**src/rtl/mem_port_arbiter_if.sv**
```systemverilog
// Request/response and memory-port bundle between the core's memory clients and mem_port_arbiter.
// Latency: none (wires only).
// Backpressure: per-client valid/ready on requests; responses are never back-pressured.
`timescale 1ns/1ps
interface mem_port_arbiter_if #(
    parameter int ADDR_WIDTH = 32,
    parameter int DATA_WIDTH = 32
);
    logic                  fetch_valid;
    logic [ADDR_WIDTH-1:0] fetch_addr;
    logic                  fetch_ready;
    logic                  fetch_rsp_valid;
    logic [DATA_WIDTH-1:0] fetch_rsp_data;

    logic                  load_valid;
    logic [ADDR_WIDTH-1:0] load_addr;
    logic                  load_ready;
    logic                  load_rsp_valid;
    logic [DATA_WIDTH-1:0] load_rsp_data;

    logic                  store_valid;
    logic [ADDR_WIDTH-1:0] store_addr;
    logic [DATA_WIDTH-1:0] store_data;
    logic                  store_ready;
    logic                  store_rsp_valid;

    logic                  rsp_exc_valid;
    logic [3:0]            rsp_exc_code;
    logic                  flush;

    logic                  mem_en;
    logic                  mem_we;
    logic [ADDR_WIDTH-1:0] mem_addr;
    logic [DATA_WIDTH-1:0] mem_wdata;
    logic [DATA_WIDTH-1:0] mem_rdata;

    // Arbiter side: takes requests and read data, drives grants, responses and the memory strobe.
    modport slave (
        input  fetch_valid, fetch_addr, load_valid, load_addr,
        input  store_valid, store_addr, store_data, flush, mem_rdata,
        output fetch_ready, fetch_rsp_valid, fetch_rsp_data,
        output load_ready, load_rsp_valid, load_rsp_data,
        output store_ready, store_rsp_valid, rsp_exc_valid, rsp_exc_code,
        output mem_en, mem_we, mem_addr, mem_wdata
    );

    modport master (
        output fetch_valid, fetch_addr, load_valid, load_addr,
        output store_valid, store_addr, store_data, flush, mem_rdata,
        input  fetch_ready, fetch_rsp_valid, fetch_rsp_data,
        input  load_ready, load_rsp_valid, load_rsp_data,
        input  store_ready, store_rsp_valid, rsp_exc_valid, rsp_exc_code,
        input  mem_en, mem_we, mem_addr, mem_wdata
    );
endinterface

```
**src/rtl/mem_port_arbiter.sv**
```systemverilog
// Round-robin share of one memory port between fetch, load and store, with tag-routed responses.
// Latency: grant and memory strobe are combinational; each response appears MEM_LATENCY cycles after acceptance.
// Backpressure: at most one ready per cycle; responses are never stalled.
`timescale 1ns/1ps
module mem_port_arbiter #(
    parameter int ADDR_WIDTH  = 32,
    parameter int DATA_WIDTH  = 32,
    parameter int MEM_LATENCY = 1
) (
    input  logic              CLK,
    input  logic              RESET,
    mem_port_arbiter_if.slave bus
);
    localparam logic [1:0] CL_FETCH = 2'd0;
    localparam logic [1:0] CL_LOAD  = 2'd1;
    localparam logic [1:0] CL_STORE = 2'd2;

    typedef struct packed {
        logic       vld;
        logic [1:0] client;
        logic       err;
        logic [3:0] code;
    } tag_t;

    logic [1:0]            last_grant;
    tag_t                  tag_q    [MEM_LATENCY];
    tag_t                  tag_kill [MEM_LATENCY];
    tag_t                  tag_new;
    tag_t                  tag_out;
    logic [2:0]            req;
    logic [2:0]            gnt;
    logic                  gnt_any;
    logic                  gnt_mis;
    logic [1:0]            gnt_client;
    logic [ADDR_WIDTH-1:0] gnt_addr;

    // Reset gates the requests so every ready and the memory strobe read 0 while RESET is low.
    assign req = {bus.store_valid, bus.load_valid, bus.fetch_valid & ~bus.flush} & {3{RESET}};

    always_comb begin
        gnt = 3'b000;
        case (last_grant)
            CL_FETCH: begin
                if (req[1])      gnt = 3'b010;
                else if (req[2]) gnt = 3'b100;
                else if (req[0]) gnt = 3'b001;
            end
            CL_LOAD: begin
                if (req[2])      gnt = 3'b100;
                else if (req[0]) gnt = 3'b001;
                else if (req[1]) gnt = 3'b010;
            end
            default: begin
                if (req[0])      gnt = 3'b001;
                else if (req[1]) gnt = 3'b010;
                else if (req[2]) gnt = 3'b100;
            end
        endcase
    end

    always_comb begin
        gnt_client = CL_FETCH;
        gnt_addr   = bus.fetch_addr;
        if (gnt[1]) begin
            gnt_client = CL_LOAD;
            gnt_addr   = bus.load_addr;
        end else if (gnt[2]) begin
            gnt_client = CL_STORE;
            gnt_addr   = bus.store_addr;
        end
    end

    assign gnt_any = |gnt;
    assign gnt_mis = gnt_any & (|gnt_addr[1:0]);

    assign bus.fetch_ready = gnt[0];
    assign bus.load_ready  = gnt[1];
    assign bus.store_ready = gnt[2];

    // A misaligned request is accepted but never reaches memory; only its error tag travels on.
    assign bus.mem_en    = gnt_any & ~gnt_mis;
    assign bus.mem_we    = bus.mem_en & gnt[2];
    assign bus.mem_addr  = bus.mem_en ? gnt_addr : '0;
    assign bus.mem_wdata = (bus.mem_en & gnt[2]) ? bus.store_data : '0;

    always_comb begin
        tag_new        = '0;
        tag_new.vld    = gnt_any;
        tag_new.client = gnt_client;
        tag_new.err    = gnt_mis;
        if (gnt_mis) begin
            case (gnt_client)
                CL_LOAD:  tag_new.code = 4'd4;
                CL_STORE: tag_new.code = 4'd6;
                default:  tag_new.code = 4'd0;
            endcase
        end
    end

    // Flush kills fetch tags before they shift or exit, so the exiting one is suppressed too.
    always_comb begin
        for (int i = 0; i < MEM_LATENCY; i++) begin
            tag_kill[i] = tag_q[i];
            if (bus.flush && (tag_q[i].client == CL_FETCH)) tag_kill[i].vld = 1'b0;
        end
    end

    always_ff @(posedge CLK or negedge RESET) begin
        if (!RESET) begin
            last_grant <= CL_STORE;
            for (int i = 0; i < MEM_LATENCY; i++) tag_q[i] <= '0;
        end else begin
            if (gnt_any) last_grant <= gnt_client;
            tag_q[0] <= tag_new;
            for (int i = 1; i < MEM_LATENCY; i++) tag_q[i] <= tag_kill[i-1];
        end
    end

    assign tag_out = tag_kill[MEM_LATENCY-1];

    assign bus.fetch_rsp_valid = tag_out.vld & (tag_out.client == CL_FETCH);
    assign bus.load_rsp_valid  = tag_out.vld & (tag_out.client == CL_LOAD);
    assign bus.store_rsp_valid = tag_out.vld & (tag_out.client == CL_STORE);
    assign bus.rsp_exc_valid   = tag_out.vld & tag_out.err;
    assign bus.rsp_exc_code    = bus.rsp_exc_valid ? tag_out.code : 4'd0;
    assign bus.fetch_rsp_data  = (bus.fetch_rsp_valid & ~tag_out.err) ? bus.mem_rdata : '0;
    assign bus.load_rsp_data   = (bus.load_rsp_valid & ~tag_out.err) ? bus.mem_rdata : '0;
endmodule

```
**src/flat_wrapper.sv**
```systemverilog
// flat-port wrapper written by rule: the top's interface ports become plain ports
module mem_port_arbiter_flat 
#(
    parameter int ADDR_WIDTH  = 32,
    parameter int DATA_WIDTH  = 32,
    parameter int MEM_LATENCY = 1
)
  (CLK, RESET, bus_fetch_valid, bus_fetch_addr, bus_load_valid, bus_load_addr, bus_store_valid, bus_store_addr, bus_store_data, bus_flush, bus_mem_rdata, bus_fetch_ready, bus_fetch_rsp_valid, bus_fetch_rsp_data, bus_load_ready, bus_load_rsp_valid, bus_load_rsp_data, bus_store_ready, bus_store_rsp_valid, bus_rsp_exc_valid, bus_rsp_exc_code, bus_mem_en, bus_mem_we, bus_mem_addr, bus_mem_wdata);
  mem_port_arbiter_if #(.ADDR_WIDTH(ADDR_WIDTH), .DATA_WIDTH(DATA_WIDTH)) bus_i ();
  input  logic CLK;
  input  logic RESET;
  input wire logic [$bits(bus_i.fetch_valid)-1:0] bus_fetch_valid;
  input wire logic [$bits(bus_i.fetch_addr)-1:0] bus_fetch_addr;
  input wire logic [$bits(bus_i.load_valid)-1:0] bus_load_valid;
  input wire logic [$bits(bus_i.load_addr)-1:0] bus_load_addr;
  input wire logic [$bits(bus_i.store_valid)-1:0] bus_store_valid;
  input wire logic [$bits(bus_i.store_addr)-1:0] bus_store_addr;
  input wire logic [$bits(bus_i.store_data)-1:0] bus_store_data;
  input wire logic [$bits(bus_i.flush)-1:0] bus_flush;
  input wire logic [$bits(bus_i.mem_rdata)-1:0] bus_mem_rdata;
  output wire logic [$bits(bus_i.fetch_ready)-1:0] bus_fetch_ready;
  output wire logic [$bits(bus_i.fetch_rsp_valid)-1:0] bus_fetch_rsp_valid;
  output wire logic [$bits(bus_i.fetch_rsp_data)-1:0] bus_fetch_rsp_data;
  output wire logic [$bits(bus_i.load_ready)-1:0] bus_load_ready;
  output wire logic [$bits(bus_i.load_rsp_valid)-1:0] bus_load_rsp_valid;
  output wire logic [$bits(bus_i.load_rsp_data)-1:0] bus_load_rsp_data;
  output wire logic [$bits(bus_i.store_ready)-1:0] bus_store_ready;
  output wire logic [$bits(bus_i.store_rsp_valid)-1:0] bus_store_rsp_valid;
  output wire logic [$bits(bus_i.rsp_exc_valid)-1:0] bus_rsp_exc_valid;
  output wire logic [$bits(bus_i.rsp_exc_code)-1:0] bus_rsp_exc_code;
  output wire logic [$bits(bus_i.mem_en)-1:0] bus_mem_en;
  output wire logic [$bits(bus_i.mem_we)-1:0] bus_mem_we;
  output wire logic [$bits(bus_i.mem_addr)-1:0] bus_mem_addr;
  output wire logic [$bits(bus_i.mem_wdata)-1:0] bus_mem_wdata;
  assign bus_i.fetch_valid = bus_fetch_valid;
  assign bus_i.fetch_addr = bus_fetch_addr;
  assign bus_i.load_valid = bus_load_valid;
  assign bus_i.load_addr = bus_load_addr;
  assign bus_i.store_valid = bus_store_valid;
  assign bus_i.store_addr = bus_store_addr;
  assign bus_i.store_data = bus_store_data;
  assign bus_i.flush = bus_flush;
  assign bus_i.mem_rdata = bus_mem_rdata;
  assign bus_fetch_ready = bus_i.fetch_ready;
  assign bus_fetch_rsp_valid = bus_i.fetch_rsp_valid;
  assign bus_fetch_rsp_data = bus_i.fetch_rsp_data;
  assign bus_load_ready = bus_i.load_ready;
  assign bus_load_rsp_valid = bus_i.load_rsp_valid;
  assign bus_load_rsp_data = bus_i.load_rsp_data;
  assign bus_store_ready = bus_i.store_ready;
  assign bus_store_rsp_valid = bus_i.store_rsp_valid;
  assign bus_rsp_exc_valid = bus_i.rsp_exc_valid;
  assign bus_rsp_exc_code = bus_i.rsp_exc_code;
  assign bus_mem_en = bus_i.mem_en;
  assign bus_mem_we = bus_i.mem_we;
  assign bus_mem_addr = bus_i.mem_addr;
  assign bus_mem_wdata = bus_i.mem_wdata;
  mem_port_arbiter #(.ADDR_WIDTH(ADDR_WIDTH), .DATA_WIDTH(DATA_WIDTH), .MEM_LATENCY(MEM_LATENCY)) u_core (.CLK(CLK), .RESET(RESET), .bus(bus_i));
endmodule
```
**config.mk**
```make
export PLATFORM = sky130hd
export DESIGN_NAME = mem_port_arbiter_flat
export DESIGN_NICKNAME = d
export VERILOG_FILES = /design/src/rtl/mem_port_arbiter_if.sv /design/src/rtl/mem_port_arbiter.sv /design/src/flat_wrapper.sv
export SDC_FILE = /design/constraint.sdc
export NUM_CORES = 1
export LEC_CHECK = 0
export ABC_AREA = 1
export CAP_MARGIN = 20
export CELL_PAD_IN_SITES_DETAIL_PLACEMENT = 2
export CELL_PAD_IN_SITES_GLOBAL_PLACEMENT = 2
export CORE_MARGIN = 2
export CORE_UTILIZATION = 10
export CTS_CLUSTER_DIAMETER = 100
export CTS_CLUSTER_SIZE = 40
export DETAILED_ROUTE_END_ITERATION = 10
export PLACE_DENSITY_LB_ADDON = 0.1
export SYNTH_ARGS = -nofsm -noshare
export SYNTH_HDL_FRONTEND = slang
export SYNTH_SLANG_ARGS = --single-unit
```
**constraint.sdc**
```tcl
create_clock -name CLK -period 1.6 [get_ports CLK]
set_input_delay 0.32 -clock CLK [delete_from_list [all_inputs] [get_ports CLK]]
set_output_delay 0.32 -clock CLK [all_outputs]
set_load 0.01 [all_outputs]
```
==> run metrics <==
result of the run finished, violations left; failing checks setup timing; number of nets with antenna violations after detailed routing 0; post-route cell area 7198 sq um; clock tree from TritonCTS built; setup TNS -64.51 ns; Slew Limit Fails 0; number of global-route vias before repair 4,550; combinational power share 0.804; Fmax achieved between 0.4 and 0.5 GHz; detailed-router iteration count before antenna repair 4; final wirelength approximately 19,000 um; Post-Synthesis Mean Instance Area around 4.5 sq um; Clock Sinks 8; maximum level of the CTS H-tree 1; Clock Power Share 0.121; number of buffers inserted during clock tree synthesis 3; clock latency at the later pin of the worst-skew pair around 0.23 ns; GPL Wtd Cong around 0.73; DRC errors left 0; sequential fraction of the synthesis area 0.09532; I/O pin count 307; capturing element type of the critical path output pin; worst hold path type primary input to asynchronous set/reset pin; worst-path maximum fanout 8; Worst Setup Start Kind register; max-capacitance violation count 0; full die area approximately 22,000 sq um; data required time at the worst endpoint approximately 1.3 ns; placeable core area 20,890 sq um; Final Hold Violating Endpoints 0; maximum buffer depth of the clock tree 2; count of vias placed by the detailed router ~4,100; internal power contribution 0.002076 W; final-report setup violation count 132; number of nets in the finished design between 900 and 1,000; proportion of layout cells with a drive suffix above 1 0.4760; standard cell area after detailed placement ~5800 sq um; Starting DRT DRC Count between 40 and 50; final routed wire length divided by cell count roughly 17 um; Max VDD drop about 0.34 mV; fraction of power consumed by sequential logic 0.075; count of input and output buffers 302; total track usage 0.1506; clock edge transition at the registers on the reported setup and hold paths roughly 0.040 ns; clk_skew roughly 0.0030 ns; GR Overflow Total 0; Detail Placement HPWL between 10,000 and 15,000 um; Post-Syn Area roughly 2100 sq um; largest net degree at the start of global routing 19; P_leak 3.576 nW; switching share of total power 0.4119; Die Width about 150 um; area leader, netlist sky130_fd_sc_hd__nor2_1; count of state elements after synthesis 8; reported net switching power between 0.001 and 0.0015 W; critical setup path kind register to output pin; final worst-path setup slack -0.7776 ns; setup slack after placement -1.260 ns; Pwr Density a little under 500 nW/um^2; share of the cycle needed by the critical path after routing 1.486; unrepaired setup endpoints after global routing true; warning count from the yosys run 0; antenna violations before repair 1; effective utilization at floorplan 0.1012; most area-consuming cells after synthesis sky130_fd_sc_hd__nor2_1 (29%), sky130_fd_sc_hd__inv_1 (19%), sky130_fd_sc_hd__nand2_1 (17%), sky130_fd_sc_hd__dfrtp_1 (8.3%), sky130_fd_sc_hd__nor2_2 (5.9%); via/cell ratio 3.744; Cell Rows 53; area growth from synthesis to layout 240.6%; first-pass GRT wire length 26,270 um; overall power after layout around 0.0035 W; min Tclk post-route roughly 2.4 ns; Critical Path AT approximately 2.1 ns; root buffer cell sky130_fd_sc_hd__clkbuf_16; Distinct cells, synth 21; area fraction of the dominant cell type after synthesis 0.2913; diodes inserted 0; Vert. Die Dim 149.4 um; cell count after synthesis between 400 and 500
state kept, by name (all words and copies together), names as in the netlist:
name	count
u_core.tag_kill	5
u_core.last_grant	2
u_core.tag_q	1
per-stage QoR:
stage / hold WS [ns] / std cells / utilization
after global routing: 0.1281 / 1107 / 0.3446
after floorplan: 0.02441 / 469 / -
after global placement: 0.4833 / 1054 / 0.2764
after detailed placement: 0.4973 / 1054 / 0.2764
after CTS: 0.2890 / 1093 / 0.3016
final: 0.1098 / 1107 / 0.3446
what timing repair did:
item	in CTS	in global routing
setup buffers	28	20
endpoints found under the setup margin	140	137
pin swaps	20	23
gates cloned	7	2
gates resized for setup	714	215
hold endpoints to repair	0	0
hold buffers	0	0
final timing paths:
| check | start | endpoint | slack, ns | cells after the start |
|---|---|---|---|---|
| max in group asynchronous | RESET | u_core.last_grant[1] | 1.28 | 2 |
| worst min register to register | u_core.last_grant[0] | u_core.last_grant[0] | 0.57 | 2 |
| worst max register to register | u_core.last_grant[1] | u_core.tag_kill[4] | 0.10 | 8 |
| min in group CLK | u_core.last_grant[0] | u_core.last_grant[0] | 0.57 | 2 |
| worst max-delay path | u_core.last_grant[1] | bus_mem_addr[6] | -0.78 | 11 |
| worst min-delay path | RESET | u_core.tag_kill[1] | 0.11 | 2 |
cell type report:
| type | instances | area (sq um) |
|---|---|---|
| Tap cell | 275 | 344.1 |
| Inverter | 115 | 449.2 |
| Clock buffer | 4 | 78.83 |
| Timing Repair Buffer | 386 | 3954 |
| Multi-Input combinational cell | 319 | 2171 |
| Fill cell | 2413 | 13690 |
| Sequential cell | 8 | 201.4 |
layout by cell type (no fill, tap or decap), drive strengths merged:
cell | synthesis | routed
a21oi | 12 | 12
buf | 20 | 218
clkbuf | 7 | 8
clkdlybuf4s15 | 0 | 1
clkdlybuf4s50 | 0 | 160
conb | 1 | 4
dfrtp | 7 | 7
dfstp | 1 | 1
dlygate4sd2 | 0 | 3
inv | 115 | 115
nand2 | 98 | 98
nand3 | 17 | 17
nor2 | 184 | 184
nor3 | 1 | 1
o21ai | 1 | 1
or2 | 2 | 2
worst max-delay path, cell delays in order (launching register included):
cell and delay (ns):
sky130_fd_sc_hd__dfstp_2 0.56, sky130_fd_sc_hd__nor2_4 0.06, sky130_fd_sc_hd__a21oi_4 0.20, sky130_fd_sc_hd__buf_12 0.13, sky130_fd_sc_hd__nand2_8 0.06, sky130_fd_sc_hd__nand3_4 0.08
sky130_fd_sc_hd__nand3_4 0.10, sky130_fd_sc_hd__buf_12 0.14, sky130_fd_sc_hd__buf_12 0.13, sky130_fd_sc_hd__buf_12 0.15, sky130_fd_sc_hd__nor2_2 0.07, sky130_fd_sc_hd__buf_2 0.14
synthesized netlist by cell type:
master,count
sky130_fd_sc_hd__nor2_1,164
sky130_fd_sc_hd__inv_1,109
sky130_fd_sc_hd__nand2_1,95
sky130_fd_sc_hd__nor2_2,20
sky130_fd_sc_hd__nand3_1,14
sky130_fd_sc_hd__a21oi_1,11
sky130_fd_sc_hd__buf_2,10
sky130_fd_sc_hd__clkbuf_1,7
sky130_fd_sc_hd__dfrtp_1,7
sky130_fd_sc_hd__buf_4,6
sky130_fd_sc_hd__inv_2,6
sky130_fd_sc_hd__buf_6,4
sky130_fd_sc_hd__nand2_2,3
sky130_fd_sc_hd__nand3_2,2
sky130_fd_sc_hd__or2_2,2
sky130_fd_sc_hd__a21oi_2,1
sky130_fd_sc_hd__conb_1,1
sky130_fd_sc_hd__dfstp_2,1
sky130_fd_sc_hd__nand3_4,1
sky130_fd_sc_hd__nor3_1,1
sky130_fd_sc_hd__o21ai_0,1
power by group through the flow:
stage	combinational (W)	sequential [W]	clock (W)
2_1_floorplan	0.000822	0.000253	0
3_3_place_gp	0.00197	0.000257	0
3_5_place_dp	0.00200	0.000261	0
4_1_cts	0.00246	0.000266	0.000429
5_1_grt	0.00306	0.000270	0.000445
6_report	0.00284	0.000266	0.000426
kinds of logic after synthesis:
family | count (synthesis) | share of synthesized area
other | 1 | 0.001774
DFF | 8 | 0.09533
and+or+nand+nor | 302 | 0.5873
buffers and inverters | 142 | 0.2830
AOI/OAI and AO/OA | 13 | 0.03256
per-layer routing:
layer  routed length [um]  GRT usage  vias to the layer above
li1                     -          -                     2021
met1                 6385     0.1568                     1940
met2                10560     0.3048                      168
met3                 1445    0.03639                       14
met4                  221    0.02381                        2
met5                   13          0                        -
No activity file was read; power rests on OpenSTA's default activity.
